File: src/rtl/uart_rom_loader.sv
// uart_rom_loader: boot loader from an 8N1 UART into instruction ROM.
// Receives a 16-bit little-endian word count followed by little-endian
// 32-bit words, writes each word to ROM and then releases the CPU.
// Ports:
//   clock      system clock, rising edge
//   reset      synchronous active-high reset
//   uart_rx    asynchronous serial input, idle high
//   rom_we     one-cycle ROM write strobe
//   rom_waddr  word-aligned byte address of the write
//   rom_wdata  word written
//   cpu_enable high once the whole image is in ROM, sticky until reset
//   busy       image reception in progress
//   error      sticky framing / oversize-length error
module uart_rom_loader #(
  parameter int CLKS_PER_BIT = 234,
  parameter int MAX_WORDS    = 2048,
  parameter int ADDR_W       = 32
) (
  input  logic              clock,
  input  logic              reset,
  input  logic              uart_rx,
  output logic              rom_we,
  output logic [ADDR_W-1:0] rom_waddr,
  output logic [31:0]       rom_wdata,
  output logic              cpu_enable,
  output logic              busy,
  output logic              error
);

  localparam int CNT_W = $clog2(CLKS_PER_BIT);
  localparam logic [CNT_W-1:0] FULL_CNT =
    CNT_W'(CLKS_PER_BIT - 1);
  localparam logic [CNT_W-1:0] HALF_CNT =
    CNT_W'(CLKS_PER_BIT / 2 - 1);
  localparam logic [15:0] MAX_LEN = 16'(MAX_WORDS);

  typedef enum logic [1:0] {
    R_IDLE,
    R_START,
    R_DATA,
    R_STOP
  } rx_state_t;

  typedef enum logic [2:0] {
    L_LEN0,
    L_LEN1,
    L_DATA,
    L_DONE,
    L_ERROR
  } ld_state_t;

  // ---------------- synchroniser ----------------
  logic r_rx_meta;
  logic r_rx_sync;

  always_ff @(posedge clock) begin
    if (reset) begin
      r_rx_meta <= 1'b1;
      r_rx_sync <= 1'b1;
    end else begin
      r_rx_meta <= uart_rx;
      r_rx_sync <= r_rx_meta;
    end
  end

  // ---------------- receiver ----------------
  rx_state_t        r_rx_state;
  rx_state_t        w_rx_next;
  logic [CNT_W-1:0] r_clk_cnt;
  logic [CNT_W-1:0] w_clk_cnt;
  logic [2:0]       r_bit_cnt;
  logic [2:0]       w_bit_cnt;
  logic [7:0]       r_shift;
  logic [7:0]       w_shift;
  logic             w_byte_valid;
  logic             w_frame_err;
  logic             w_half_tick;
  logic             w_bit_tick;

  assign w_half_tick = (r_clk_cnt == HALF_CNT);
  assign w_bit_tick  = (r_clk_cnt == FULL_CNT);

  always_ff @(posedge clock) begin
    if (reset) begin
      r_rx_state <= R_IDLE;
      r_clk_cnt  <= '0;
      r_bit_cnt  <= '0;
      r_shift    <= '0;
    end else begin
      r_rx_state <= w_rx_next;
      r_clk_cnt  <= w_clk_cnt;
      r_bit_cnt  <= w_bit_cnt;
      r_shift    <= w_shift;
    end
  end

  always_comb begin
    w_rx_next    = r_rx_state;
    w_clk_cnt    = r_clk_cnt + 1'b1;
    w_bit_cnt    = r_bit_cnt;
    w_shift      = r_shift;
    w_byte_valid = 1'b0;
    w_frame_err  = 1'b0;
    unique case (r_rx_state)
      R_IDLE: begin
        w_clk_cnt = '0;
        if (!r_rx_sync) begin
          w_rx_next = R_START;
          w_bit_cnt = '0;
        end
      end
      R_START: begin
        // Re-check mid start bit; a high level means a glitch.
        if (w_half_tick) begin
          w_clk_cnt = '0;
          w_rx_next = r_rx_sync ? R_IDLE : R_DATA;
        end
      end
      R_DATA: begin
        if (w_bit_tick) begin
          w_clk_cnt = '0;
          w_shift   = {r_rx_sync, r_shift[7:1]};
          w_bit_cnt = r_bit_cnt + 3'd1;
          if (r_bit_cnt == 3'd7) begin
            w_rx_next = R_STOP;
          end
        end
      end
      R_STOP: begin
        if (w_bit_tick) begin
          w_clk_cnt = '0;
          w_rx_next = R_IDLE;
          if (r_rx_sync) begin
            w_byte_valid = 1'b1;
          end else begin
            w_frame_err = 1'b1;
          end
        end
      end
      default: begin
        w_rx_next = R_IDLE;
      end
    endcase
  end

  // ---------------- image loader ----------------
  ld_state_t         r_ld_state;
  ld_state_t         w_ld_next;
  logic [15:0]       r_len;
  logic [15:0]       w_len;
  logic [15:0]       w_len_full;
  logic [15:0]       r_word_idx;
  logic [15:0]       w_word_idx;
  logic [1:0]        r_byte_idx;
  logic [1:0]        w_byte_idx;
  logic [23:0]       r_word;
  logic [23:0]       w_word;
  logic              r_we;
  logic              w_we;
  logic [ADDR_W-1:0] r_waddr;
  logic [ADDR_W-1:0] w_waddr;
  logic [31:0]       r_wdata;
  logic [31:0]       w_wdata;

  assign w_len_full = {r_shift, r_len[7:0]};

  always_ff @(posedge clock) begin
    if (reset) begin
      r_ld_state <= L_LEN0;
      r_len      <= '0;
      r_word_idx <= '0;
      r_byte_idx <= '0;
      r_word     <= '0;
      r_we       <= 1'b0;
      r_waddr    <= '0;
      r_wdata    <= '0;
    end else begin
      r_ld_state <= w_ld_next;
      r_len      <= w_len;
      r_word_idx <= w_word_idx;
      r_byte_idx <= w_byte_idx;
      r_word     <= w_word;
      r_we       <= w_we;
      r_waddr    <= w_waddr;
      r_wdata    <= w_wdata;
    end
  end

  always_comb begin
    w_ld_next  = r_ld_state;
    w_len      = r_len;
    w_word_idx = r_word_idx;
    w_byte_idx = r_byte_idx;
    w_word     = r_word;
    w_we       = 1'b0;
    w_waddr    = r_waddr;
    w_wdata    = r_wdata;
    unique case (r_ld_state)
      L_LEN0: begin
        if (w_frame_err) begin
          w_ld_next = L_ERROR;
        end else if (w_byte_valid) begin
          w_len     = {8'h00, r_shift};
          w_ld_next = L_LEN1;
        end
      end
      L_LEN1: begin
        if (w_frame_err) begin
          w_ld_next = L_ERROR;
        end else if (w_byte_valid) begin
          w_len      = w_len_full;
          w_word_idx = '0;
          w_byte_idx = '0;
          if (w_len_full > MAX_LEN) begin
            w_ld_next = L_ERROR;
          end else if (w_len_full == 16'd0) begin
            w_ld_next = L_DONE;
          end else begin
            w_ld_next = L_DATA;
          end
        end
      end
      L_DATA: begin
        if (w_frame_err) begin
          w_ld_next = L_ERROR;
        end else if (w_byte_valid) begin
          w_byte_idx = r_byte_idx + 2'd1;
          unique case (r_byte_idx)
            2'd0: w_word[7:0]   = r_shift;
            2'd1: w_word[15:8]  = r_shift;
            2'd2: w_word[23:16] = r_shift;
            default: begin
              // Lane 3 goes straight into the write word.
              w_we       = 1'b1;
              w_wdata    = {r_shift, r_word};
              w_waddr    = ADDR_W'({r_word_idx, 2'b00});
              w_word_idx = r_word_idx + 16'd1;
              if (r_word_idx + 16'd1 == r_len) begin
                w_ld_next = L_DONE;
              end
            end
          endcase
        end
      end
      L_DONE: begin
        w_ld_next = L_DONE;
      end
      L_ERROR: begin
        w_ld_next = L_ERROR;
      end
      default: begin
        w_ld_next = L_ERROR;
      end
    endcase
  end

  assign rom_we    = r_we;
  assign rom_waddr = r_waddr;
  assign rom_wdata = r_wdata;

  // The final strobe is issued in the first L_DONE cycle, so the
  // release waits one more cycle behind it.
  assign cpu_enable = (r_ld_state == L_DONE) && !r_we;
  assign busy       = (r_ld_state == L_LEN1) ||
                      (r_ld_state == L_DATA);
  assign error      = (r_ld_state == L_ERROR);

endmodule

File: config.mk
export PLATFORM = sky130hd
export DESIGN_NAME = uart_rom_loader
export DESIGN_NICKNAME = d
export VERILOG_FILES = /design/src/rtl/uart_rom_loader.sv
export SDC_FILE = /design/constraint.sdc
export NUM_CORES = 1
export LEC_CHECK = 0
export BUFFER_PORTS_ARGS = -buffer_cell sky130_fd_sc_hd__buf_4
export CAP_MARGIN = 20
export CORE_MARGIN = 10
export CORE_UTILIZATION = 50
export CTS_BUF_LIST = sky130_fd_sc_hd__clkbuf_8 sky130_fd_sc_hd__clkbuf_16
export CTS_CLUSTER_DIAMETER = 40
export CTS_CLUSTER_SIZE = 30
export DETAILED_ROUTE_END_ITERATION = 8
export GPL_TIMING_DRIVEN = 0
export PLACE_DENSITY = 0.74
export SETUP_SLACK_MARGIN = 0.5
export SLEW_MARGIN = 25
export SYNTH_ARGS = -nofsm -noshare
export SYNTH_HDL_FRONTEND = slang
export SYNTH_SLANG_ARGS = --single-unit
File: constraint.sdc
create_clock -name clock -period 5.2 [get_ports clock]
set_input_delay 1.04 -clock clock [delete_from_list [all_inputs] [get_ports clock]]
set_output_delay 1.04 -clock clock [all_outputs]
set_load 0.005 [all_outputs]
Word level (Yosys, flattened, before mapping)
Index checks and enable logic that the tools add are counted.
W data, S select, Z words.
{"block": "classes", "add_sub_neg": 4, "n_lt_le_gt_ge": 1, "eq_ne": 30, "mux": 47, "bitwise": 5, "n_reduce_logical": 25}
{"op": "$mux W16", "count": 9}
{"op": "$pmux W16 S2", "count": 2}
{"op": "$mux W3", "count": 11}
{"op": "$ne A2 B2 Y1 const B", "count": 12}
{"op": "$pmux W8 S3", "count": 1}
{"op": "$mux W2", "count": 10}
{"op": "$reduce_and A4 Y1", "count": 5}
{"op": "$reduce_and A5 Y1", "count": 4}
{"op": "$add A16 B1 Y16 const B", "count": 1}
{"op": "$eq A16 B16 Y1", "count": 1}
{"op": "$gt A16 B12 Y1 const B", "count": 1}
{"op": "$logic_not A16 Y1", "count": 1}
{"op": "$mux W8", "count": 2}
{"op": "$ne A3 B3 Y1 const B", "count": 5}
{"op": "$pmux W3 S4", "count": 1}
{"op": "$add A8 B1 Y8 const B", "count": 1}
{"op": "$eq A8 B7 Y1 const B", "count": 1}
{"op": "$eq A8 B8 Y1 const B", "count": 1}
{"op": "$mux W1", "count": 8}
{"op": "$pmux W2 S4", "count": 1}
{"op": "$eq A2 B2 Y1 const B", "count": 3}
{"op": "$eq A3 B2 Y1 const B", "count": 2}
{"op": "$eq A3 B3 Y1 const B", "count": 2}
{"op": "$pmux W3 S2", "count": 1}
{"op": "18 further kinds", "count": 26}
{"block": "totals", "regBits": 133, "in_bits": 3, "out_inout_bits": 68, "wordCells": 129}

Depth between registers and ports, before layout
{"block": "depth", "depth_word": 7, "ltp_mapped": 11, "depth_no_buf": 9}

Worst setup path after synthesis
OpenSTA, ideal clock, no wires.
{"block": "synth_timing", "path_kind": "register -> register", "startpoint": "register r_clk_cnt[0]", "endpoint": "register r_word_idx[9]", "setup_time_ns": 0.070, "arrival_time_ns": 2.346, "required_time_ns": 5.130, "setup_slack_ns": 2.784, "stages_incl_launch_ff": 11, "path_buffers": 2, "period_less_slack_ns": 2.416, "cell_sequence": "dfxtp_1 -> ha_1 -> nand4b_1 -> or4_1 -> buf_2 -> or3_1 -> buf_6 -> nor2_8 -> nand2_2 -> or3_1 -> a21oi_1"}
{"block": "synth_via", "elab_chain_len": 5, "word_cells_on_any_way": 10, "cone_classes": "eq/ne (5); mux (4); reduce/logical (1)"}
{"item": "from (decl)", "line_no": "69", "rtl": "logic [CNT_W-1:0] r_clk_cnt;"}
{"item": "from (signal assigned)", "line_no": "91", "rtl": "r_clk_cnt <= w_clk_cnt;"}
{"item": "$eq A8 B8 Y1 *", "line_no": "81", "rtl": "assign w_bit_tick = (r_clk_cnt == FULL_CNT);"}
{"item": "$mux W1", "line_no": "130", "rtl": "if (w_bit_tick) begin"}
{"item": "$mux W1", "line_no": "104", "rtl": "unique case (r_rx_state)"}
{"item": "$ne A2 B2 Y1 (no source line)"}
{"item": "$reduce_and A6 Y1 (no source line) *"}
{"item": "to (signal assigned)", "line_no": "180", "rtl": "r_word_idx <= w_word_idx;"}
{"item": "to (decl)", "line_no": "152", "rtl": "logic [15:0] r_word_idx;"}
Mark *: on every way between the ends. The rest lies on a longest branch, timed or not.
A chain may end at the register's enable or synchronous reset.

Worst setup path in the final report
{"block": "layout_timing", "startpoint": "register r_word_idx[1]", "endpoint": "register r_ld_state[1]"}
{"block": "layout_via", "elab_chain_len": 4}
{"item": "$add A16 B1 Y16", "line_no": "238", "rtl": "if (r_word_idx + 16'd1 == r_len) begin"}
{"item": "$eq A16 B16 Y1", "line_no": "238"}
{"item": "$ne A3 B3 Y1 (no source line)"}
{"item": "$reduce_and A5 Y1 (no source line)"}
{"item": "to (signal assigned)", "line_no": "178", "rtl": "r_ld_state <= w_ld_next;"}
{"item": "to (decl)", "line_no": "147", "rtl": "ld_state_t r_ld_state;"}
No other way between the ends.

==> results.yml <==
global_routing:
  globalRoute.totalOverflow: 0
  grt_pass1_wl_um: 25900
  via_count_of_the_first_global_routing_pass: 5221
  grt.total_usage: 0.192
  grt_start_max_net_pins: 17
  grt_antenna_before_repair: 0
timing:
  setup_tns_after_final_layout_ps: 0
  min_period_over_period: 0.567
  final_period_minus_worst_setup_slack_ps: 2950
  report.final.hold_viol_count: 0
  maxClockFrequency_mhz: 339
  setup_viol: 0
  timing.clock.skew_ps: 8.27
  rsz_0062_raised_after_global_routing: "false"
  slew_headroom: 0.463
  hold_ws_ps: 411
  finalMaxSlewViolations: 0
  worst-slew-pin-transition_ps: 806
drt:
  drt_drc_violations_left: 0
  drtIter0Drc: 613
  wl_per_cell_um: 16.0
  route.final.wire_length_um: 15900
  routed_via_density: 5.55
  detail_route.first_pass.iterations: 5
  routed-via-count: 5535
  route.antenna.remaining_nets: 0
floorplan:
  fp.coreArea_um2: 11500
  initial_utilization: 0.513
  core.rowCount: 39
  die_area_um2: 16500
  number_of_top_level_design_ports: 71
  die_width_um: 128
  die_h_um: 128
cts:
  worst_skew_pair.late_latency_ps: 420
  clock-root-buffer: "clkbuf_16"
  cts_buffers: 17
  cts_tree: "built"
  post_cts_resize_count: 0
  clk_transition_reported_paths_ps: 60
  cts_htree_levels: 4
  cts_num_sinks: 133
  cts.hold.buffers_added: 0
  post-cts-setup-buffers: 0
  cts_buffer_depth: 2
setup_path:
  crit_arrival_ps: 3310
  crit_required_ps: 5560
  timing_worst_setup_path_type: "register to register"
  end_kind: "register"
  worst-path-max-fanout: 7
  critical_path.startpoint_type: "register"
finish:
  layout-area-overhead-vs-synth_pct: 21.8
  multi_input_comb_area_um2: 2880
  sequential_cell_area_um2: 2660
  fill_cells: 1013
  postLayoutCellArea_um2: 7170
  drive_above_1_share: 0.135
  insertedDiodeCount: 0
  layout.nets: 856
placement:
  detailed_place_hpwl_um: 11200
  io_buffer_count: 53
  place_congestion: 0.863
  detailed_place.area_um2: 6520
synth:
  synth_seq_cells: 133
  synth-main-ff-cell: "dfxtp_1"
  synth.cells.most_frequent: "164 x nand2_1, 133 x dfxtp_1, 115 x a21oi_1, 56 x nor2_1, 49 x clkbuf_1"
  synthCells: 756
  async_flop_share: 0
  sequential_fraction_of_the_synthesis_area: 0.452
  synth_top_area_frac: 0.452
  post_synth_edffs: 0
  synth.cell_area_um2: 5880
  ys_types: 48
  syn_avg_cell_area_um2: 7.78
  yosys_warning_total: 0
  synth_top_area_cell: "dfxtp_1"
  netlist_top_cells_area: "dfxtp_1 45%, nand2_1 10%, a21oi_1 9.8%, nand3_1 3.7%, nor2_1 3.6%"
  post-synth-top-count-cell: "nand2_1"
power:
  seqPwrFrac: 0.430
  p_int_mw: 1.91
  comb_power_share: 0.016
  share_clk_of_total_power: 0.554
  power.leakage_nw: 2.65
  worst_ir_drop_on_vdd_v: 0.000465
  p_per_area_nw_per_um2: 331
  netSwitchingPower_mw: 0.460
  power.switching_fraction: 0.194
worst_hold_path:
  hold_path.class: "register to register"
run:
  max-cap-violations: 0
run_status:
  status: "finished, final reports clean"
power groups by stage:
stage,clock (mW),combinational [mW],sequential [mW]
5_1_grt,1.36,0.0424,1.02
3_3_place_gp,0,0.0357,1.04
3_5_place_dp,0,0.0367,1.04
2_1_floorplan,0,0.0281,1.04
4_1_cts,1.32,0.0368,1.02
6_report,1.31,0.0382,1.02
state kept, by name, indices dropped and copies added (netlist names), 8 cells and up, named ones only:
register and flops:
r_len 16, rom_wdata 32, rom_waddr 16, r_shift 8, r_clk_cnt 8, r_word 24
r_word_idx 16
metal layers:
layer	wire [um]	global-route usage	part of all wire
met5	0	0	0
met4	515	0.0901	0.032
met3	1300	0.0595	0.081
met2	7550	0.311	0.47
met1	6560	0.229	0.41
cells in the final DEF, fill, tap and decap left out, drive strengths merged, types with 16 or more instances in the layout:
cell and count:
a21oi 115, buf 79, clkbuf 69, conb 16
dfxtp 133, nand2 165, nand3 44, nor2 58
o21ai 20, xnor2 20
path summary, 6_finish.rpt:
check	startpoint	to	slack (ps)	depth (start not counted)
max	r_word_idx[1]	r_ld_state[1]	2250	8
min	r_rx_meta	r_rx_sync	410	1
max reg2reg	r_word_idx[1]	r_ld_state[1]	2250	8
min reg2reg	r_rx_meta	r_rx_sync	410	1
logic make-up (layout without fill, tap and decap cells):
group           Yosys count  count (layout)  share of synthesized area
buf+inv                  87             171                     0.0683
mux                      12              12                     0.0206
compound gates          157             157                      0.143
fa+ha+maj                10              10                     0.0213
other cells               1              16                   0.000637
simple gates            326             326                      0.249
flops                   133             133                      0.452
xor+xnor                 30              30                     0.0447
area by class of cell:
cell class,count,share of cell area
sequential,133,0.372
timing repair buffer,53,0.0555
multi-input combinational,551,0.401
clock buffer,20,0.0651
tap,143,0.0250
clock inverter,11,0.0253
buffer,75,0.0498
inverter,12,0.00629
worst max-delay path: stages, from the launching register on:
cell and delay (ps):
dfxtp_1 490, ha_1 320, nand3_1 210, nor3_1 640
nand2_1 190, nor3_1 220, o211ai_1 190, o31ai_1 400
mux2i_1 210
per-stage QoR:
step / instances / power (mW) / utilization / setup WS, ps
2_1_floorplan: 771 / 1.07 / - / 2780
3_3_place_gp: 967 / 1.08 / 0.568 / 2380
3_5_place_dp: 967 / 1.08 / 0.568 / 2350
4_1_cts: 998 / 2.38 / 0.625 / 2260
5_1_grt: 998 / 2.43 / 0.625 / 1990
6_report: 998 / 2.37 / 0.625 / 2250
(Power assumes the default switching activity.)
